**src/rtl/if_id_stage_pkg.sv**
```systemverilog
// Shared IF/ID pipeline definitions: default widths, the NOP bubble word, skid-buffer state encoding.
// Latency: n/a (declarations only).
// Backpressure: n/a.
package if_id_stage_pkg;

   localparam int INS_W_DEF = 32;
   localparam int PC_W_DEF  = 32;

   // MIPS "sll $0,$0,0": an all-zero word decodes as a harmless no-op.
   localparam logic [31:0] NOP_INS_DEF = 32'h0000_0000;

   // Occupancy of the two-entry skid buffer.
   typedef enum logic [1:0] {
      ST_EMPTY = 2'd0,
      ST_ONE   = 2'd1,
      ST_TWO   = 2'd2
   } skid_state_e;

endpackage

```
**src/rtl/if_id_stage_pipe_skid_buf.sv**
```systemverilog
// Generic two-entry valid/ready skid buffer; strict FIFO order, the skid entry is never overtaken.
// Latency: 1 cycle from accept to out_valid when empty.
// Backpressure: in_ready is a flop, low only while both entries are held; flush empties it.
module pipe_skid_buf
   import if_id_stage_pkg::*;
#(
   parameter int W = 64
) (
   input  logic         clk,
   input  logic         reset,
   input  logic         flush,
   input  logic         in_valid,
   output logic         in_ready,
   input  logic [W-1:0] in_data,
   output logic         out_valid,
   input  logic         out_ready,
   output logic [W-1:0] out_data
);

   skid_state_e  state_q, state_d;
   logic [W-1:0] main_q, main_d;
   logic [W-1:0] skid_q, skid_d;
   logic         rdy_q, rdy_d;
   logic         accept;
   logic         drain;

   assign in_ready  = rdy_q;
   assign out_valid = (state_q != ST_EMPTY);
   assign out_data  = main_q;
   assign accept    = in_valid && rdy_q;
   assign drain     = out_valid && out_ready;

   // Next-state and entry movement; flush overrides everything and drops the incoming word.
   always_comb begin
      state_d = state_q;
      main_d  = main_q;
      skid_d  = skid_q;
      case (state_q)
         ST_EMPTY: begin
            if (accept) begin
               state_d = ST_ONE;
               main_d  = in_data;
            end
         end
         ST_ONE: begin
            if (accept && !drain) begin
               state_d = ST_TWO;
               skid_d  = in_data;
            end else if (accept && drain) begin
               main_d  = in_data;
            end else if (drain) begin
               state_d = ST_EMPTY;
            end
         end
         ST_TWO: begin
            if (drain) begin
               state_d = ST_ONE;
               main_d  = skid_q;
            end
         end
         default: state_d = ST_EMPTY;
      endcase
      if (flush) begin
         state_d = ST_EMPTY;
      end
      // Ready is precomputed from the next state so it leaves a flop.
      rdy_d = (state_d != ST_TWO);
   end

   // State, ready flag and both payload entries.
   always_ff @(posedge clk) begin
      if (reset) begin
         state_q <= ST_EMPTY;
         rdy_q   <= 1'b1;
         main_q  <= '0;
         skid_q  <= '0;
      end else begin
         state_q <= state_d;
         rdy_q   <= rdy_d;
         main_q  <= main_d;
         skid_q  <= skid_d;
      end
   end

endmodule

```
**src/rtl/if_id_stage.sv**
```systemverilog
// IF/ID pipeline register carrying {instruction, PC+4}, NOP bubble when empty, saturating stall counter.
// Latency: 1 cycle from accept to out_valid when the stage is empty.
// Backpressure: SKID=1 two-entry buffer with registered in_ready; SKID=0 single register, in_ready = !out_valid || out_ready.
module if_id_stage
   import if_id_stage_pkg::*;
#(
   parameter int               INS_W   = INS_W_DEF,
   parameter int               PC_W    = PC_W_DEF,
   parameter logic [INS_W-1:0] NOP_INS = INS_W'(NOP_INS_DEF),
   parameter bit               SKID    = 1'b1,
   parameter int               CNT_W   = 16
) (
   input  logic             clk,
   input  logic             reset,
   input  logic             flush,
   input  logic             in_valid,
   output logic             in_ready,
   input  logic [INS_W-1:0] ins_in,
   input  logic [PC_W-1:0]  pc_plus4_in,
   output logic             out_valid,
   input  logic             out_ready,
   output logic [INS_W-1:0] ins_out,
   output logic [PC_W-1:0]  pc_plus4_out,
   output logic [CNT_W-1:0] stall_cnt
);

   localparam int PW = INS_W + PC_W;

   logic          held_vld;
   logic [PW-1:0] held_dat;
   logic [PW-1:0] in_dat;

   assign in_dat = {ins_in, pc_plus4_in};

   if (SKID) begin : g_skid
      pipe_skid_buf #(
         .W (PW)
      ) u_skid (
         .clk       (clk),
         .reset     (reset),
         .flush     (flush),
         .in_valid  (in_valid),
         .in_ready  (in_ready),
         .in_data   (in_dat),
         .out_valid (held_vld),
         .out_ready (out_ready),
         .out_data  (held_dat)
      );
   end else begin : g_single
      logic          vld_q, vld_d;
      logic [PW-1:0] dat_q, dat_d;
      logic          accept;
      logic          drain;

      assign in_ready = !vld_q || out_ready;
      assign accept   = in_valid && in_ready;
      assign drain    = vld_q && out_ready;
      assign held_vld = vld_q;
      assign held_dat = dat_q;

      // Load on accept, otherwise empty on drain; flush wins over a same-cycle accept.
      always_comb begin
         vld_d = vld_q;
         dat_d = dat_q;
         if (flush) begin
            vld_d = 1'b0;
         end else if (accept) begin
            vld_d = 1'b1;
            dat_d = in_dat;
         end else if (drain) begin
            vld_d = 1'b0;
         end
      end

      // Single holding register.
      always_ff @(posedge clk) begin
         if (reset) begin
            vld_q <= 1'b0;
            dat_q <= '0;
         end else begin
            vld_q <= vld_d;
            dat_q <= dat_d;
         end
      end
   end

   assign out_valid    = held_vld;
   assign ins_out      = held_vld ? held_dat[PW-1:PC_W] : NOP_INS;
   assign pc_plus4_out = held_vld ? held_dat[PC_W-1:0]  : '0;

   logic [CNT_W-1:0] stall_cnt_q, stall_cnt_d;

   assign stall_cnt = stall_cnt_q;

   // Count stalled cycles, sticking at all-ones; flush deliberately leaves it alone.
   always_comb begin
      stall_cnt_d = stall_cnt_q;
      if (held_vld && !out_ready && (stall_cnt_q != {CNT_W{1'b1}})) begin
         stall_cnt_d = stall_cnt_q + CNT_W'(1);
      end
   end

   // Stall counter register, cleared only by reset.
   always_ff @(posedge clk) begin
      if (reset) begin
         stall_cnt_q <= '0;
      end else begin
         stall_cnt_q <= stall_cnt_d;
      end
   end

endmodule
```
**config.mk**
```make
export PLATFORM = sky130hd
export DESIGN_NAME = if_id_stage
export DESIGN_NICKNAME = d
export VERILOG_FILES = /design/src/rtl/if_id_stage_pkg.sv /design/src/rtl/if_id_stage_pipe_skid_buf.sv /design/src/rtl/if_id_stage.sv
export SDC_FILE = /design/constraint.sdc
export NUM_CORES = 1
export LEC_CHECK = 0
export ABC_AREA = 1
export BUFFER_PORTS_ARGS = -buffer_cell sky130_fd_sc_hd__buf_2
export CAP_MARGIN = 10
export CORE_ASPECT_RATIO = 1.5
export CORE_MARGIN = 2
export CORE_UTILIZATION = 49
export CTS_BUF_LIST = sky130_fd_sc_hd__clkbuf_16
export DETAILED_ROUTE_END_ITERATION = 16
export GPL_TIMING_DRIVEN = 0
export PLACE_DENSITY = 0.79
export SETUP_SLACK_MARGIN = 0.4
export SYNTH_ARGS = -nofsm -noshare
export SYNTH_HDL_FRONTEND = slang
export SYNTH_SLANG_ARGS = --single-unit
```
**constraint.sdc**
```tcl
create_clock -name clk -period 1.5 [get_ports clk]
set_clock_uncertainty 0.05 [all_clocks]
set_input_delay 0.15 -clock clk [delete_from_list [all_inputs] [get_ports clk]]
set_output_delay 0.15 -clock clk [all_outputs]
set_load 0.05 [all_outputs]
```
After elaboration in Yosys (flattened, before gate mapping)

Index checks and enable logic that the tools add are counted.

Output and inout bits: 82
Logic and storage cells: 41
Bits in writable memories: 0
Memories kept: 0
Memory bits (read-only): 0
Register bits after elaboration: 147
Bits in latches: 0

Divide/modulo/power cells: 0
Bitwise logic cells: 0
Add/sub/neg operators: 1
$lt $le $gt $ge: 0
Multiplexer cells: 14
Reduce and logical (&&, ||, !) cells: 13
Multiply operators: 0
Shifts and indexed selects: 0
Eq/ne operators: 8

Operators by type and width:

| cell                                                                   | number |
|---|---|
| 64-bit two-way mux                                                     | 4 |
| 64-bit one-hot mux with 3 select lines                                 | 1 |
| 32-bit two-way mux                                                     | 2 |
| 16-bit by 1-bit adder with 16-bit output (second input constant)       | 1 |
| 16-bit != test (second input constant)                                 | 1 |
| 2-bit two-way mux                                                      | 6 |
| 1-bit logical AND                                                      | 6 |
| 2-bit by 1-bit != test with 1-bit output (second input constant)       | 3 |
| 2-bit one-hot mux with 3 select lines                                  | 1 |
| 5-bit AND reduction                                                    | 1 |
| 2-bit != test (second input constant)                                  | 2 |
| 3-bit nonzero test                                                     | 1 |
| 2-bit by 1-bit equality test with 1-bit output (second input constant) | 1 |
| 2-bit equality test (second input constant)                            | 1 |
| 1-bit zero test                                                        | 2 |
| 2-bit zero test                                                        | 1 |
| 2-bit AND reduction                                                    | 1 |
| 2-bit nonzero test                                                     | 1 |

Longest topological paths before layout

Gate-level depths: netlist of the first run.

Word-level depth: 8
Mapped depth: 9
Depth with buffers taken out: 9

Modules after synthesis

A second synthesis of the first run with hierarchy kept.

Cell total of the unflattened synthesis: 1260
Area, all modules: 7457.2 µm²

Modules (own cells, without submodules):

| module        | cells each | area an instance (µm²) | instances | seq. area each (µm²) |
|---|---|---|---|---|
| pipe_skid_buf | 977        | 6008.3                 | 1         | 2622.5 |
| if_id_stage   | 283        | 1448.9                 | 1         | 320.3 |

Worst setup path after synthesis of the first run

OpenSTA, ideal clock, no wires.

Path kind: register to register
Start point: reg stall_cnt_q[0], in the netlist stall_cnt[0]
End point: reg stall_cnt_q[0], in the netlist stall_cnt[0]
Slack: -0.443 ns
Stages on the path, launching flop included: 10
Path buffers: 1
Arrival: 1.778 ns
Library setup time: 0.115 ns
Cell sequence: dfxtp_1 > ha_1 > nand2_1 > nor2_1 > nand2_1 > nor2_1 > nor2_2 > buf_2 > nor2_1 > nor2_1

Word-level cells in the longest chain between the ends: 2
Elaborated cells between the ends (all ways): 3

RTL lines:

| what                                                                                             | line               | RTL |
|---|---|---|
| from (decl)                                                                                      | if_id_stage.sv:91  | `logic [CNT_W-1:0] stall_cnt_q, stall_cnt_d;` |
| from (signal assigned)                                                                           | if_id_stage.sv:108 | `stall_cnt_q <= stall_cnt_d;` |
| parallel branches: the longest is 2 deep, another holds 16-bit by 1-bit adder with 16-bit output | --                 |  |

Several ways; the timed one is not identified.
A chain may end at the register's enable or synchronous reset.

Worst setup path after layout of the first run

Start point: reg g_skid.u_skid.state_q[1]
End point: reg g_skid.u_skid.main_q[26], in the netlist g_skid.u_skid.out_data[26]

Word-level cells in the longest chain between the ends: 6
Elaborated cells between the ends (all ways): 15

RTL lines:

| what                                 | line                            | RTL |
|---|---|---|
| from (decl)                          | if_id_stage_pipe_skid_buf.sv:20 | `skid_state_e state_q, state_d;` |
| from (signal assigned)               | if_id_stage_pipe_skid_buf.sv:78 | `state_q <= state_d;` |
| 2-bit nonzero test                   | if_id_stage_pipe_skid_buf.sv:28 | `assign out_valid = (state_q != ST_EMPTY);` |
| 1-bit logical AND                    | if_id_stage_pipe_skid_buf.sv:31 | `assign drain = out_valid && out_ready;` |
| 1-bit zero test                      | if_id_stage_pipe_skid_buf.sv:46 | `if (accept && !drain) begin` |
| 1-bit logical AND                    | if_id_stage_pipe_skid_buf.sv:46 |  |
| 2-bit != test (no source line)       | --                              |  |
| 5-bit AND reduction (no source line) | --                              |  |
| to (signal assigned)                 | if_id_stage_pipe_skid_buf.sv:80 | `main_q <= main_d;` |
| to (decl)                            | if_id_stage_pipe_skid_buf.sv:21 | `logic [W-1:0] main_q, main_d;` |

Parallel ways exist; a longest one is shown, timed or not.

==> results of run 1 <==
==> registers in the layout, summed over array words and instances (netlist names) <==
signal / count
g_skid.u_skid.in_ready: 1
g_skid.u_skid.out_data: 64
g_skid.u_skid.skid_q: 64
g_skid.u_skid.state_q: 2
stall_cnt: 16
==> synthesized netlist by cell type <==
library cell and n:
a21oi_1 140, ha_1 1, xor2_1 4, buf_2 10, o21ai_2 5, buf_1 5, nand3_1 10, nor2_2 2
nand2_1 118, nand2_2 1, o21ai_0 104, xnor2_1 2, nor2_1 92, o211ai_2 1, inv_1 142, or2_4 1
buf_6 11, nand3b_1 1, nor3_1 1, o21ai_1 84, clkbuf_2 2, a21o_1 1, nor3b_1 1, inv_2 2
clkbuf_8 5, clkbuf_1 32, a211oi_1 1, nand4_1 6, dfxtp_1 147
==> worst max-delay path, delay by kind of cell (launching register included) <==
kind	cells	cell delay (ns)
DFF	1	0.36
AOI/OAI and AO/OA	3	0.63
buffers and inverters	4	0.50
and+or+nand+nor	1	0.25
==> cell type report <==
type                            count  area [um2]  area share, %
Clock inverter                     14         113          0.970
Timing Repair Buffer              244        2400           20.6
Multi-Input combinational cell    576        4050           34.9
Antenna cell                        2        5.00         0.0431
Inverter                          144         551           4.74
Sequential cell                   147        3010           26.0
Clock buffer                       18         450           3.88
Buffer                             65         836           7.20
Tap cell                          159         199           1.71
==> metal layers <==
metal | vias to the layer above | track usage, % | routed length (um)
met3 | 169 | 6.10 | 1660
met2 | 464 | 55.1 | 14600
met1 | 3702 | 33.6 | 9110
met4 | 0 | 17.6 | 1990
li1 | 3534 | - | -
met5 | - | 0 | 0
==> power by group through the flow <==
stage / combinational, mW / clock [mW] / sequential (mW)
finish: 1.86 / 4.12 / 4.12
global placement: 1.23 / 0 / 4.21
floorplan: 0.935 / 0 / 4.21
detailed placement: 1.26 / 0 / 4.22
global route: 1.96 / 4.26 / 4.13
CTS: 1.53 / 4.08 / 4.13
==> metrics by stage <==
step / utilization (%) / instance area, um2
after floorplan: - / 7510
after global placement: 65.0 / 8460
after detailed placement: 65.0 / 8460
after CTS: 80.4 / 10500
after global routing: 89.2 / 11600
final: 89.2 / 11600
==> timing repair <==
| action | in CTS | in global routing |
|---|---|---|
| hold buffers | 63 | 0 |
| gates resized for setup | 166 | 307 |
| buffers inserted | 10 | 8 |
| setup endpoints to repair | 229 | 229 |
| pin swaps | 11 | 16 |
| hold endpoints to repair | 65 | 0 |
| gates cloned | 9 | 4 |
==> cell families (layout without fill, tap and decap cells) <==
logic type      after synthesis  count (layout)  synth area share, %
buf+inv                     209             485                 14.2
simple gates                233             233                 14.0
xor+xnor                      6               6                0.799
flops                       147             147                 44.7
compound gates              336             336                 26.0
fa+ha+maj                     1               1                0.190
other cells                   0               2                    0
==> worst paths after layout <==
kind	startpoint	to	slack [ns]	depth (start not counted)
setup / recovery	g_skid.u_skid.state_q[1]	g_skid.u_skid.out_data[26]	-0.38	8
hold reg to reg	g_skid.u_skid.skid_q[12]	g_skid.u_skid.skid_q[12]	0.40	2
hold / removal	ins_in[26]	g_skid.u_skid.skid_q[58]	-0.01	3
setup reg to reg	g_skid.u_skid.state_q[1]	g_skid.u_skid.out_data[26]	-0.38	8
==> qor.txt, run 1 <==
Status: finished with violations
Failing checks: hold timing, setup timing
Most frequent cells in the layout: inv_1, dfxtp_1, nand2_1
RSZ-0062 raised after global routing: yes
Most common cell after layout, fill and taps aside: inv_1
Synthesis-to-layout area growth: 76.6%
# Max-Cap Violations: 0
Largest net degree at the start of global routing: 17
Mean Syn Cell Area: 7.06 um2
Clock buffer depth: 2
HP Class: in2reg
Top-Level Pins: 151
CP Launch Type: flop
CTS tree: done
Mapped Area: 6580 um2
CTS Root Cell: clkbuf_16
Vert. Die Dim: 146 um
Worst-Margin Slew: 0.858 ns
Final Hold Vio Count: 1
Critical path fanouts, max: 10
Total CTS buffers: 17
Total Routing Usage GR: 30.9%
Power share of the clock group: 40.8%
Floorplan core area: 13000 um2
Critical Path AT: 2.17 ns
Area share of the largest cell type after synthesis: 44.7%
Fmax: 0.532 GHz
Drc violations: 0
Die extent in x: 98.6 um
Internal: 7.16 mW
Synth area leader: dfxtp_1
Crit path setup slack, layout: -0.379 ns
Placed cell count: 1241
Post-synthesis net count: 1002
Share of cells above drive strength 1: 45.3%
Critical-path cell list: buf_4, inv_4, or2_4, buf_12, buf_6, o21ai_1, o21ai_2, a21oi_1
Clock sinks: 147
Final slew viol count: 0
WP data required: 1.79 ns
First-pass GRT wire length: 36200 um
VDD IR max: 0.862 mV
RePlAce Congestion: 0.857
Synth unique cells: 29
Sequential fraction of the synthesis area: 44.7%
Core Rows: 51
Filler cells: 578
Final Non-Filler Cells: 1369
Worst slew margin: 42.8%
Final min period: 1.88 ns
Cells after Synth: 932
DRT iter0 DRCs: 409
Synth area leaders: dfxtp_1, a21oi_1, inv_1, o21ai_0, nand2_1
Hold slack final: -0.0109 ns
Post-DRT Antenna Nets: 0
Crit Path Category: reg2reg
Logic pwr share: 18.4%
Post-DR wirelength/cell: 20.0 um
Clock slew at the register clock pins of the worst setup and hold paths: 0.06 ns
Remaining Overflow, GRT: 0
Vias in the first global route: 7474
Pre-antenna DRT Iters: 5
Final #Nets: 1265
Clk_lat worst skew: 0.43 ns
Pre-CTS WS: -0.485 ns
Vias: 7869
Final Setup Violations: 208
Sw Pwr: 2.93 mW
Final period util: 125%
Critical Path End Type: flop
Register bit total from synthesis: 147
Drt via density: 5.75
WL final: 27300 um
DP Wirelength: 12900 um
Power consumption: 10.1 mW
Power Dens Cells: 869 nW/um2
Crit-path max cell delay: 0.36 ns
Synth warn: 0
H-tree lvl count: 4
Switch share: 29.0%
Part of the power in registers: 40.8%
CP max stage cell: dfxtp_4
Initial antenna violation count: 1
Die area: 14400 um2
Starting density of the core: 50.5%
Leak: 4.61 nW
Port Buffers: 150
Total negative slack for setup checks: -31.49 ns
Power figures use the tool's default switching activity.
==> run 2: changes to the inputs <==
CTS_CLUSTER_SIZE = 24   (was not set)
PLACE_DENSITY = 0.76   (was 0.79)
==> qor.txt, run 2 <==
Status: stopped before the end
Failing step: 5_1_grt
Err: [ERROR DPL-0038] Utilization greater than 100%, impossible to legalize
Main synth FF type: dfxtp_1
Most frequent cell after synthesis: dfxtp_1
Area after DPL: 8460 um2
Last worst endpoint in the global-route repair_timing: ins_out[11]
Synth area leaders: dfxtp_1, a21oi_1, inv_1, o21ai_0, nand2_1
Starting density of the core: 50.5%
Post-synthesis net count: 1002
CTS Root Cell: clkbuf_16
Mean Syn Cell Area: 7.06 um2
DP Wirelength: 12800 um
Port Buffers: 150
Post-synth EDFFs: 0
H-tree lvl count: 4
Top-Level Pins: 151
Total CTS buffers: 17
Core Rows: 51
Clock sinks: 147
RePlAce Congestion: 0.836
Clock buffer depth: 2
Sequential fraction of the synthesis area: 44.7%
Vert. Die Dim: 146 um
Synth warn: 0
Area share of the largest cell type after synthesis: 44.7%
Mapped Area: 6580 um2
Synth unique cells: 29
Asr flop ratio synth: 0%
Largest net degree at the start of global routing: 17
Synth cell count leaders: dfxtp_1, inv_1, a21oi_1
Cells after Synth: 932
Register bit total from synthesis: 147
Synth area leader: dfxtp_1
Kind of the worst endpoint: top-level output
Die extent in x: 98.6 um
run 2: cells by family after synthesis:
| group | synth area share, % |
|---|---|
| buffers and inverters | 14.2 |
| AOI/OAI and AO/OA | 26.0 |
| DFF | 44.7 |
| xor gates and xnor gates | 0.799 |
| adders and majority gates | 0.190 |
| and+or+nand+nor | 14.0 |
run 2: timing repair:
item                                    CTS
pin swaps                                24
hold buffers                             60
setup buffers                            20
cloned                                   10
endpoints found under the hold margin    62
resized for setup                       234
endpoints found under the setup margin  229
run 2: per-stage QoR:
stage                     utilization (%)  TNS, ns  cells  setup slack (ns)
after floorplan                         -   -0.182    932           -0.0173
after detailed placement             65.0   -20.73   1241            -0.349
after CTS                            83.4   -25.46   1363            -0.258
after global placement               65.0   -21.12   1241            -0.331
==> run 3: changes to the inputs <==
CORE_ASPECT_RATIO = not set   (was 1.5)
CORE_UTILIZATION = 40   (was 49)
CTS_BUF_LIST = not set   (was sky130_fd_sc_hd__clkbuf_16)
CTS_CLUSTER_SIZE = not set   (was 24)
PLACE_DENSITY = not set   (was 0.76)
PLACE_DENSITY_LB_ADDON = 0.15   (was not set)
SETUP_SLACK_MARGIN = not set   (was 0.4)
clock period = 2 ns   (was 1.5 ns; I/O delays follow)
==> qor.txt, run 3 (same netlist as run 1, synthesis figures left out) <==
Critical Path AT: 1.66 ns
Die area: 17500 um2
Vert. Die Dim: 132 um
CTS tree: done
Final #Nets: 1173
Top-Level Pins: 151
H-tree lvl count: 4
Total CTS buffers: 17
Final Setup Violations: 0
Initial antenna violation count: 0
Status: complete, no violations
# Max-Cap Violations: 0
Most common cell after layout, fill and taps aside: buf_2
Post-CTS setup buffers: 0
Power Dens Cells: 879 nW/um2
Post-DRT Antenna Nets: 0
Vias in the first global route: 5774
Clock buffer depth: 2
RePlAce Congestion: 0.798
WL final: 17600 um
Synthesis-to-layout area growth: 27.0%
Total negative slack for setup checks: 0 ns
Port Buffers: 150
Final slew viol count: 0
Remaining Overflow, GRT: 0
Core Rows: 46
Most frequent cells in the layout: buf_2, dfxtp_1, inv_1
Floorplan core area: 16000 um2
Final Hold Vio Count: 0
Crit Path Category: reg2out
Placed cell count: 1298
Leak: 3.62 nW
Clock sinks: 147
Total Routing Usage GR: 20.2%
Clk_lat worst skew: 0.42 ns
Vias: 6350
Drc violations: 0
Share of cells above drive strength 1: 20.9%
CP Launch Type: flop
Worst slew margin: 55.9%
DP Wirelength: 12600 um
Final Non-Filler Cells: 1330
WP data required: 1.75 ns
Final period util: 95.6%
Drt via density: 4.77
Die extent in x: 132 um
First-pass GRT wire length: 28600 um
CTS Root Cell: clkbuf_16
VDD IR max: 0.589 mV
HP Class: in2reg
Clock slew at the register clock pins of the worst setup and hold paths: 0.06 ns
Critical Path End Type: primary output
RSZ-0062 raised after global routing: no
Critical path fanouts, max: 10
Antenna cells: 0
Pre-antenna DRT Iters: 5
Fmax: 0.523 GHz
Starting density of the core: 41.1%
DRT iter0 DRCs: 372
Final min period: 1.91 ns
Post-DR wirelength/cell: 13.2 um
Largest net degree at the start of global routing: 17
Worst-Margin Slew: 0.662 ns
-- run 3: timing repair --
item	4_1_cts	5_1_grt
gates resized for setup	24	16
endpoints found under the setup margin	64	64
hold endpoints to repair	4	0
hold buffers	2	0
-- run 3: per-stage QoR --
step | area, um2 | hold slack, ns | util [%] | power (mW) | worst slack [ns]
2_1_floorplan | 6580 | 0.223 | - | 3.66 | 0.0571
3_3_place_gp | 7600 | 0.336 | 47.5 | 3.90 | -0.223
3_5_place_dp | 7600 | 0.341 | 47.5 | 3.91 | -0.206
4_1_cts | 8310 | 0.0182 | 51.9 | 7.38 | 0.0324
5_1_grt | 8350 | 0.0295 | 52.2 | 7.61 | 0.00406
6_report | 8350 | 0.0275 | 52.2 | 7.34 | 0.0877
-- run 3: path summary, 6_finish.rpt --
path,slack (ns),depth (start not counted),start,endpoint
setup / recovery,0.09,5,g_skid.u_skid.state_q[1],pc_plus4_out[27]
hold / removal,0.03,3,ins_in[27],g_skid.u_skid.skid_q[59]
setup reg to reg,0.22,9,stall_cnt[1],stall_cnt[11]
hold reg to reg,0.40,2,g_skid.u_skid.out_data[25],g_skid.u_skid.out_data[25]
-- run 3: critical path, stage by stage, from the launching register on --
cell and delay, ns:
dfxtp_2 0.34, nor2_2 0.18, clkbuf_8 0.23, clkbuf_4 0.23, nor2_1 0.06, buf_2 0.20
-- run 3: power breakdown --
part	switching, mW	total, mW	internal, mW
clock network	1.22	3.48	2.25
logic	0.511	0.761	0.250
registers	0.0332	3.10	3.07
total	1.77	7.34	5.57
-- run 3: area by class of cell --
cell class / count / area (um2)
Inverter: 144 / 541
Fill cell: 1681 / 7650
Buffer: 65 / 424
Sequential cell: 147 / 2950
Clock inverter: 11 / 184
Multi-Input combinational cell: 576 / 2720
Tap cell: 216 / 270
Timing Repair Buffer: 152 / 813
Clock buffer: 19 / 453
-- run 3: layer usage --
layer,share of wire (%),track usage [%],up-vias
met5,0,0,-
met1,50,28.4,2841
met3,4.7,3.96,19
met4,1.2,5.73,0
li1,-,-,3330
met2,44,31.5,160
